===== config.mk =====
export PLATFORM = sky130hd
export DESIGN_NAME = alu_ctrl_stage
export DESIGN_NICKNAME = d
export VERILOG_FILES = /design/src/rtl/alu_ctrl_stage.sv
export SDC_FILE = /design/constraint.sdc
export NUM_CORES = 1
export LEC_CHECK = 0
export BUFFER_PORTS_ARGS = -buffer_cell sky130_fd_sc_hd__buf_2
export CORE_MARGIN = 4
export CORE_UTILIZATION = 58
export CTS_CLUSTER_SIZE = 30
export DETAILED_ROUTE_END_ITERATION = 16
export GPL_ROUTABILITY_DRIVEN = 0
export PLACE_DENSITY = 0.81
export SETUP_SLACK_MARGIN = 0.3
export SLEW_MARGIN = 10
export SYNTH_ARGS = -nofsm -noshare
export SYNTH_HDL_FRONTEND = slang
export SYNTH_SLANG_ARGS = --single-unit

===== constraint.sdc =====
create_clock -name clk -period 3.9 [get_ports clk]
set_input_delay 0.39 -clock clk [delete_from_list [all_inputs] [get_ports clk]]
set_output_delay 0.39 -clock clk [all_outputs]
set_load 0.01 [all_outputs]

===== src/rtl/alu_ctrl_stage.sv =====
// alu_ctrl_stage: registered ID->EX ALU-control stage.
// Decodes op/funct into ALU control codes and holds them in an EX pipeline
// register with hold/flush. Also tracks HI/LO multiply/divide occupancy with a
// latency counter and stalls ID while a HI/LO user would read a busy unit.
module alu_ctrl_stage #(
  parameter int CTRL_W  = 6,
  parameter int MUL_LAT = 4,
  parameter int DIV_LAT = 34
) (
  input  logic              clk,
  input  logic              rst,
  input  logic              id_valid_i,
  input  logic [5:0]        id_op_i,
  input  logic [5:0]        id_funct_i,
  input  logic              ex_hold_i,
  input  logic              flush_i,
  output logic              id_ready_o,
  output logic              ex_valid_o,
  output logic [CTRL_W-1:0] ex_alu_ctrl_o,
  output logic              ex_ri_o,
  output logic              hilo_busy_o
);

  // ALU control codes (5 bits wide, zero-extended to CTRL_W on the output).
  localparam logic [4:0] ALU_DEFAULT = 5'd0;
  localparam logic [4:0] ALU_AND     = 5'd1;
  localparam logic [4:0] ALU_OR      = 5'd2;
  localparam logic [4:0] ALU_XOR     = 5'd3;
  localparam logic [4:0] ALU_NOR     = 5'd4;
  localparam logic [4:0] ALU_SLL     = 5'd5;
  localparam logic [4:0] ALU_SRL     = 5'd6;
  localparam logic [4:0] ALU_SRA     = 5'd7;
  localparam logic [4:0] ALU_SLLV    = 5'd8;
  localparam logic [4:0] ALU_SRLV    = 5'd9;
  localparam logic [4:0] ALU_SRAV    = 5'd10;
  localparam logic [4:0] ALU_MFHI    = 5'd11;
  localparam logic [4:0] ALU_MFLO    = 5'd12;
  localparam logic [4:0] ALU_MTHI    = 5'd13;
  localparam logic [4:0] ALU_MTLO    = 5'd14;
  localparam logic [4:0] ALU_ADD     = 5'd15;
  localparam logic [4:0] ALU_ADDU    = 5'd16;
  localparam logic [4:0] ALU_SUB     = 5'd17;
  localparam logic [4:0] ALU_SUBU    = 5'd18;
  localparam logic [4:0] ALU_SLT     = 5'd19;
  localparam logic [4:0] ALU_SLTU    = 5'd20;
  localparam logic [4:0] ALU_MULT    = 5'd21;
  localparam logic [4:0] ALU_MULTU   = 5'd22;
  localparam logic [4:0] ALU_DIV     = 5'd23;
  localparam logic [4:0] ALU_DIVU    = 5'd24;
  localparam logic [4:0] ALU_LUI     = 5'd25;

  localparam logic [7:0] MUL_LAT_C = 8'(MUL_LAT);
  localparam logic [7:0] DIV_LAT_C = 8'(DIV_LAT);

  // Zero-extend a 5-bit ALU code to the output width.
  function automatic logic [CTRL_W-1:0] ext_code(input logic [4:0] code);
    logic [CTRL_W-1:0] res;
    res      = {CTRL_W{1'b0}};
    res[4:0] = code;
    return res;
  endfunction

  logic [4:0]        code_s;
  logic              ri_s;
  logic              uses_hilo_s;
  logic              is_mul_s;
  logic              is_div_s;
  logic              hazard_s;
  logic              ready_s;
  logic              accept_s;
  logic              ex_valid_nxt_s;
  logic [CTRL_W-1:0] ex_ctrl_nxt_s;
  logic              ex_ri_nxt_s;
  logic [7:0]        cnt_nxt_s;

  logic              ex_valid_r;
  logic [CTRL_W-1:0] ex_ctrl_r;
  logic              ex_ri_r;
  logic [7:0]        cnt_r;
  logic              hilo_busy_r;

  // Decode op/funct into an ALU code; anything unlisted is reserved.
  always_comb begin
    code_s = ALU_DEFAULT;
    ri_s   = 1'b0;
    case (id_op_i)
      6'h00: begin
        case (id_funct_i)
          6'h00:   code_s = ALU_SLL;
          6'h02:   code_s = ALU_SRL;
          6'h03:   code_s = ALU_SRA;
          6'h04:   code_s = ALU_SLLV;
          6'h06:   code_s = ALU_SRLV;
          6'h07:   code_s = ALU_SRAV;
          6'h10:   code_s = ALU_MFHI;
          6'h11:   code_s = ALU_MTHI;
          6'h12:   code_s = ALU_MFLO;
          6'h13:   code_s = ALU_MTLO;
          6'h18:   code_s = ALU_MULT;
          6'h19:   code_s = ALU_MULTU;
          6'h1A:   code_s = ALU_DIV;
          6'h1B:   code_s = ALU_DIVU;
          6'h20:   code_s = ALU_ADD;
          6'h21:   code_s = ALU_ADDU;
          6'h22:   code_s = ALU_SUB;
          6'h23:   code_s = ALU_SUBU;
          6'h24:   code_s = ALU_AND;
          6'h25:   code_s = ALU_OR;
          6'h26:   code_s = ALU_XOR;
          6'h27:   code_s = ALU_NOR;
          6'h2A:   code_s = ALU_SLT;
          6'h2B:   code_s = ALU_SLTU;
          default: begin
            code_s = ALU_DEFAULT;
            ri_s   = 1'b1;
          end
        endcase
      end
      6'h08:   code_s = ALU_ADD;
      6'h09:   code_s = ALU_ADDU;
      6'h0A:   code_s = ALU_SLT;
      6'h0B:   code_s = ALU_SLTU;
      6'h0C:   code_s = ALU_AND;
      6'h0D:   code_s = ALU_OR;
      6'h0E:   code_s = ALU_XOR;
      6'h0F:   code_s = ALU_LUI;
      default: begin
        code_s = ALU_DEFAULT;
        ri_s   = 1'b1;
      end
    endcase
  end

  // Classify the decoded code for HI/LO interlock and counter loading.
  always_comb begin
    uses_hilo_s = 1'b0;
    is_mul_s    = 1'b0;
    is_div_s    = 1'b0;
    case (code_s)
      ALU_MFHI, ALU_MFLO, ALU_MTHI, ALU_MTLO: uses_hilo_s = 1'b1;
      ALU_MULT, ALU_MULTU: begin
        uses_hilo_s = 1'b1;
        is_mul_s    = 1'b1;
      end
      ALU_DIV, ALU_DIVU: begin
        uses_hilo_s = 1'b1;
        is_div_s    = 1'b1;
      end
      default: uses_hilo_s = 1'b0;
    endcase
  end

  // Handshake: stall ID on downstream hold or on a HI/LO hazard.
  always_comb begin
    hazard_s = id_valid_i & uses_hilo_s & hilo_busy_r;
    ready_s  = ~ex_hold_i & ~hazard_s;
    accept_s = id_valid_i & ready_s & ~flush_i;
  end

  // Next EX register contents: hold beats flush beats bubble beats load.
  always_comb begin
    ex_valid_nxt_s = ex_valid_r;
    ex_ctrl_nxt_s  = ex_ctrl_r;
    ex_ri_nxt_s    = ex_ri_r;
    if (ex_hold_i) begin
      ex_valid_nxt_s = ex_valid_r;
      ex_ctrl_nxt_s  = ex_ctrl_r;
      ex_ri_nxt_s    = ex_ri_r;
    end else if (flush_i || hazard_s || !id_valid_i) begin
      ex_valid_nxt_s = 1'b0;
      ex_ctrl_nxt_s  = ext_code(ALU_DEFAULT);
      ex_ri_nxt_s    = 1'b0;
    end else begin
      ex_valid_nxt_s = 1'b1;
      ex_ctrl_nxt_s  = ext_code(code_s);
      ex_ri_nxt_s    = ri_s;
    end
  end

  // Busy counter: load on an accepted MULT/DIV, otherwise count down to zero.
  // It ignores hold and flush so an op already in flight always completes.
  always_comb begin
    cnt_nxt_s = cnt_r;
    if (accept_s && is_mul_s) begin
      cnt_nxt_s = MUL_LAT_C;
    end else if (accept_s && is_div_s) begin
      cnt_nxt_s = DIV_LAT_C;
    end else if (cnt_r != 8'd0) begin
      cnt_nxt_s = cnt_r - 8'd1;
    end else begin
      cnt_nxt_s = 8'd0;
    end
  end

  // EX pipeline register and busy counter state.
  always_ff @(posedge clk) begin
    if (rst) begin
      ex_valid_r  <= 1'b0;
      ex_ctrl_r   <= ext_code(ALU_DEFAULT);
      ex_ri_r     <= 1'b0;
      cnt_r       <= 8'd0;
      hilo_busy_r <= 1'b0;
    end else begin
      ex_valid_r  <= ex_valid_nxt_s;
      ex_ctrl_r   <= ex_ctrl_nxt_s;
      ex_ri_r     <= ex_ri_nxt_s;
      cnt_r       <= cnt_nxt_s;
      hilo_busy_r <= (cnt_nxt_s != 8'd0);
    end
  end

  assign id_ready_o    = ready_s;
  assign ex_valid_o    = ex_valid_r;
  assign ex_alu_ctrl_o = ex_ctrl_r;
  assign ex_ri_o       = ex_ri_r;
  assign hilo_busy_o   = hilo_busy_r;

endmodule

* Word-level counts from Yosys, hierarchy flattened
Cells that the tools add are included. W data, S select, Z words.
Cells by class: add/subtract/negate cells 1, eq/ne operators 39, mux-type cells 13, bitwise operators 8, reductions and logical operators 14
Operator list (number):
- $pmux W5 S24 | 1
- $eq A6 B6 Y1 const B | 10
- $eq A6 B4 Y1 const B | 8
- $eq A6 B5 Y1 const B | 8
- $pmux W5 S9 | 1
- $mux W8 | 3
- $reduce_or A24 Y1 | 1
- $eq A5 B4 Y1 const B | 4
- $eq A5 B5 Y1 const B | 4
- $eq A6 B3 Y1 const B | 3
- $reduce_bool A8 Y1 | 2
- $reduce_or A8 Y1 | 2
- $eq A6 B2 Y1 const B | 2
- $logic_not A6 Y1 | 2
- $sub A8 B1 Y8 const B | 1
- $mux W1 | 6
- $and A1 B1 Y1 | 5
- $mux W5 | 1
- $reduce_or A2 Y1 | 2
- $not A1 Y1 | 3
- $logic_and A1 B1 Y1 | 2
- $logic_or A1 B1 Y1 | 2
- $pmux W1 S2 | 1
- $logic_not A1 Y1 | 1
Word-level totals: register bits 17, output and inout port bits 10, word-level logic and storage cells 80

* Depth between registers and ports, before layout
word-level depth 16, mapped depth 10, mapped depth without buffers 9

* Worst setup path before layout
Ideal clock, no wire load.
path type input to output, start point in id_op_i[1], end point out id_ready_o, data arrival time 2.547 ns, data required time 3.510 ns, setup slack 0.963 ns, stages 8, path buffers 2, cells stage by stage or3_4 > or4_1 > buf_2 > o31a_1 > buf_2 > and3b_1 > a2111oi_4 > a21oi_1
On the way: longest elaborated chain between the ends 9, elaborated cells between the ends (all ways) 24, classes of those cells eq/ne: 16; mux: 2; bitwise: 4; reduce/logical: 2
Ends and longest elaborated chain:
- start: declaration | line 13 | input logic [5:0] id_op_i,
- $eq A6 B4 Y1 / $logic_not A6 Y1 (equally long branches) | line 86 | case (id_op_i)
- $pmux W5 S9 (*) | line 86
- $eq A5 B5 Y1 / $eq A5 B4 Y1 (equally long branches) | line 139 | case (code_s)
- $reduce_or A8 Y1 (no source line) (*)
- $mux W1 (*) | line 139
- $and A1 B1 Y1 (*) (2 in a row) | line 155 | hazard_s = id_valid_i & uses_hilo_s & hilo_busy_r;
- $not A1 Y1 (*) | line 156 | ready_s = ~ex_hold_i & ~hazard_s;
- $and A1 B1 Y1 (*) | line 156
- end: declaration | line 17 | output logic id_ready_o,
Mark *: on every way between the ends. The rest lies on a longest branch, timed or not.

* Worst setup path after layout
Ends and elaborated chain as after synthesis.

==> Flow_metrics.wiki <==
{| class="wikitable"
! Metric !! Value
|-
| Status || completed
|-
| Routed len/inst || 14.4 um
|-
| Flop2flop setup slack || 2.32 ns
|-
| Clock buffer count from CTS || 3
|-
| Sequential area share after synthesis || 21.3%
|-
| Per-instance average area after synthesis || 7.63 um2
|-
| Cells after synthesis || 197
|-
| DRT iter0 DRCs || 78
|-
| Antenna diodes || 0
|-
| Post-DP HPWL || 2590 um
|-
| Clock sink count || 16
|-
| Worst Min Path Start || ex_hold_i
|-
| Clock period minus final worst setup slack || 3.33 ns
|-
| Commonest cells in the netlist || sky130_fd_sc_hd__nand2_1, sky130_fd_sc_hd__dfxtp_1, sky130_fd_sc_hd__nor2_1, sky130_fd_sc_hd__a21oi_1, sky130_fd_sc_hd__nor3_1
|-
| Setup Total Neg Slack || 0 ns
|-
| R2R Path Start || cnt_r[0]$_SDFF_PP0_
|-
| Count of cells resized by post-cts repair || 0
|-
| Reported leakage power || 0.614 nW
|-
| Final net count || 231
|-
| Via count of the first global-routing pass || 1403
|-
| Number of hold buffers added after CTS || 0
|-
| Slew headroom || 42.2%
|-
| Number of I/O pins || 27
|-
| DRC violation count after routing || 0
|-
| Placement Rows || 18
|-
| Design area || 0.00162 mm2
|-
| Yosys synthesis warning count || 0
|-
| CTS max path bufs || 2
|-
| Terminating pin of the worst hold path || ex_alu_ctrl_o[4]$_SDFFE_PP0N_
|-
| Data arrival time of the critical path || 2.94 ns
|-
| Clock-pin slew of the registers on the worst-case setup and hold paths || 0.09 ns
|-
| Filler Cells Inserted || 220
|-
| Worst Setup Start Kind || input pin
|-
| Placed inst area || 0.00160 mm2
|-
| Number of flops mapped to enable cells by yosys || 0
|-
| Worst-margin pin slew || 0.863 ns
|-
| Area growth from synthesis to final layout || 7.57%
|-
| Number of detailed-route iterations in the first pass || 4
|-
| Final Hold Fails || 0
|-
| Top flip-flop cell by instance count after synthesis || sky130_fd_sc_hd__dfxtp_1
|-
| Areal power density over the cells || 404 mW/mm2
|-
| Register bit count reported by yosys || 16
|-
| Final count of negative-setup-slack endpoints || 0
|-
| Area enclosed by the die boundary || 0.00347 mm2
|-
| Cell depth of the worst flop-to-flop path || 9
|-
| Max rail drop VDD || 0.000351 V
|-
| Critical register-to-register path endpoint || hilo_busy_o$_SDFF_PP0_
|-
| Number of antenna violations at the first check in global routing || 0
|-
| Largest cells by area after synthesis || sky130_fd_sc_hd__dfxtp_1, sky130_fd_sc_hd__nand2_1, sky130_fd_sc_hd__a21oi_1, sky130_fd_sc_hd__nor2_1, sky130_fd_sc_hd__xnor2_1
|-
| Via density || 6.39
|-
| Count of port buffers added during placement || 25
|-
| Maximum clock skew at final layout || 0.00162 ns
|-
| Syn Nets || 216
|-
| Number of violations of the max-capacitance limit || 0
|-
| Total wire length || 3460 um
|-
| Share of the clock period used by the worst path after layout || 85.5%
|-
| First-pass GRT wire length || 5890 um
|-
| Clk_lat worst skew || 0.28 ns
|-
| Clock tree from TritonCTS || built
|-
| Die extent in y || 58.9 um
|-
| Routed via count || 1534
|-
| Worst EP required || 3.51 ns
|-
| Post-DRT Antenna Nets || 0
|-
| Overflow after GRT || 0
|-
| Worst Hold Depth || 3
|-
| Mapped cell area || 0.00150 mm2
|-
| Post-CTS setup buffer count || 0
|-
| Starting density of the core || 60.7%
|-
| Global-route total usage across every layer || 20.8%
|-
| Top-area cell type share of the netlist area || 21.3%
|-
| Category of the most critical setup path || in2out
|-
| Unrepaired setup endpoints after global routing || false
|-
| Maximum number of pins on one net before global-route repair || 21
|-
| Leading area contributor after synthesis || sky130_fd_sc_hd__dfxtp_1
|-
| Worst Hold Class || in2reg
|-
| Critical Path End Type || primary output
|-
| Area of the core || 0.00248 mm2
|-
| FMAX || 0.300 GHz
|-
| Max H-tree Level || 1
|-
| Buffer cell driving the clock tree root || sky130_fd_sc_hd__clkbuf_4
|-
| FFs w/ async S/R, synth || 0%
|-
| Library cell with the highest instance count after synthesis || sky130_fd_sc_hd__nand2_1
|-
| Final Slew Violations || 0
|-
| Share of final-layout standard cells stronger than drive strength 1 || 21.0%
|-
| CP Max Fanout || 10
|-
| Unique masters post-synth || 60
|-
| Horizontal die dimension || 58.9 um
|}
## flip-flops by register name, indices dropped and copies added (netlist names)
| name | cells |
|---|---|
| cnt_r | 8 |
| ex_alu_ctrl_o | 5 |
| ex_ri_o | 1 |
| ex_valid_o | 1 |
| hilo_busy_o | 1 |
## worst max-delay path, stage by stage
cell,delay [ns]
sky130_fd_sc_hd__buf_2,0.13
sky130_fd_sc_hd__or3_4,0.41
sky130_fd_sc_hd__or4_1,0.56
sky130_fd_sc_hd__o31a_1,0.46
sky130_fd_sc_hd__and3b_1,0.27
sky130_fd_sc_hd__a2111oi_4,0.46
sky130_fd_sc_hd__a21oi_1,0.12
sky130_fd_sc_hd__buf_2,0.15
## cell type report
| cell class | instances | area (um2) | share of cell area [%] |
|---|---|---|---|
| Sequential cell | 16 | 320 | 19.8 |
| Timing Repair Buffer | 25 | 125 | 7.73 |
| Multi-Input combinational cell | 158 | 1080 | 66.9 |
| Inverter | 8 | 30.0 | 1.86 |
| Tap cell | 30 | 37.5 | 2.32 |
| Clock buffer | 3 | 22.5 | 1.39 |
## cells by family after synthesis
logic type / synth area share (%)
buffers and inverters: 6.74
DFF: 21.3
xor gates and xnor gates: 5.82
muxes: 0.666
and+or+nand+nor: 33.7
adders and majority gates: 1.66
AOI/OAI and AO/OA: 29.9
other: 0.249
## how the worst max path moves through the flow
stage               slack [ns]       start         end  cells past startpoint
global placement          0.65  id_op_i[1]  id_ready_o                      9
detailed placement        0.60  id_op_i[1]  id_ready_o                      8
finish                    0.57  id_op_i[1]  id_ready_o                      8
global route              0.44  id_op_i[1]  id_ready_o                      9
floorplan                 0.96  id_op_i[1]  id_ready_o                      8
CTS                       0.59  id_op_i[1]  id_ready_o                      8
## power by group
part | internal, mW | leakage (nW) | switching, mW
clock network | 0.0359 | 0.0138 | 0.0500
logic | 0.142 | 0.469 | 0.182
registers | 0.203 | 0.131 | 0.0419
total | 0.380 | 0.614 | 0.274
## per-stage QoR
stage	utilization, %	hold slack, ns	worst slack, ns	power (mW)	std cells
after floorplan	-	0.471	0.963	0.498	197
after global placement	64.4	0.455	0.653	0.552	237
after detailed placement	64.4	0.469	0.595	0.565	237
after CTS	65.3	0.409	0.591	0.655	240
after global routing	65.3	0.425	0.443	0.713	240
final	65.3	0.414	0.567	0.654	240
## per-layer routing
metal | track usage [%] | vias to the layer above | share of wire, %
li1 | - | 762 | -
met3 | 3.73 | 4 | 5.5
met4 | 3.56 | 0 | 1.0
met5 | 0 | - | 0
met1 | 28.3 | 718 | 46
met2 | 34.7 | 50 | 47
## placed cells by master, fill, tap and decap left out, types with 7 or more instances in the layout
cell,instances
sky130_fd_sc_hd__nand3_1,7
sky130_fd_sc_hd__inv_1,8
sky130_fd_sc_hd__nand2_1,18
sky130_fd_sc_hd__dfxtp_1,16
sky130_fd_sc_hd__nor2_1,14
sky130_fd_sc_hd__buf_2,25
sky130_fd_sc_hd__nand2b_1,7
sky130_fd_sc_hd__nor3_1,10
sky130_fd_sc_hd__a21oi_1,12
(Power assumes the default switching activity.)
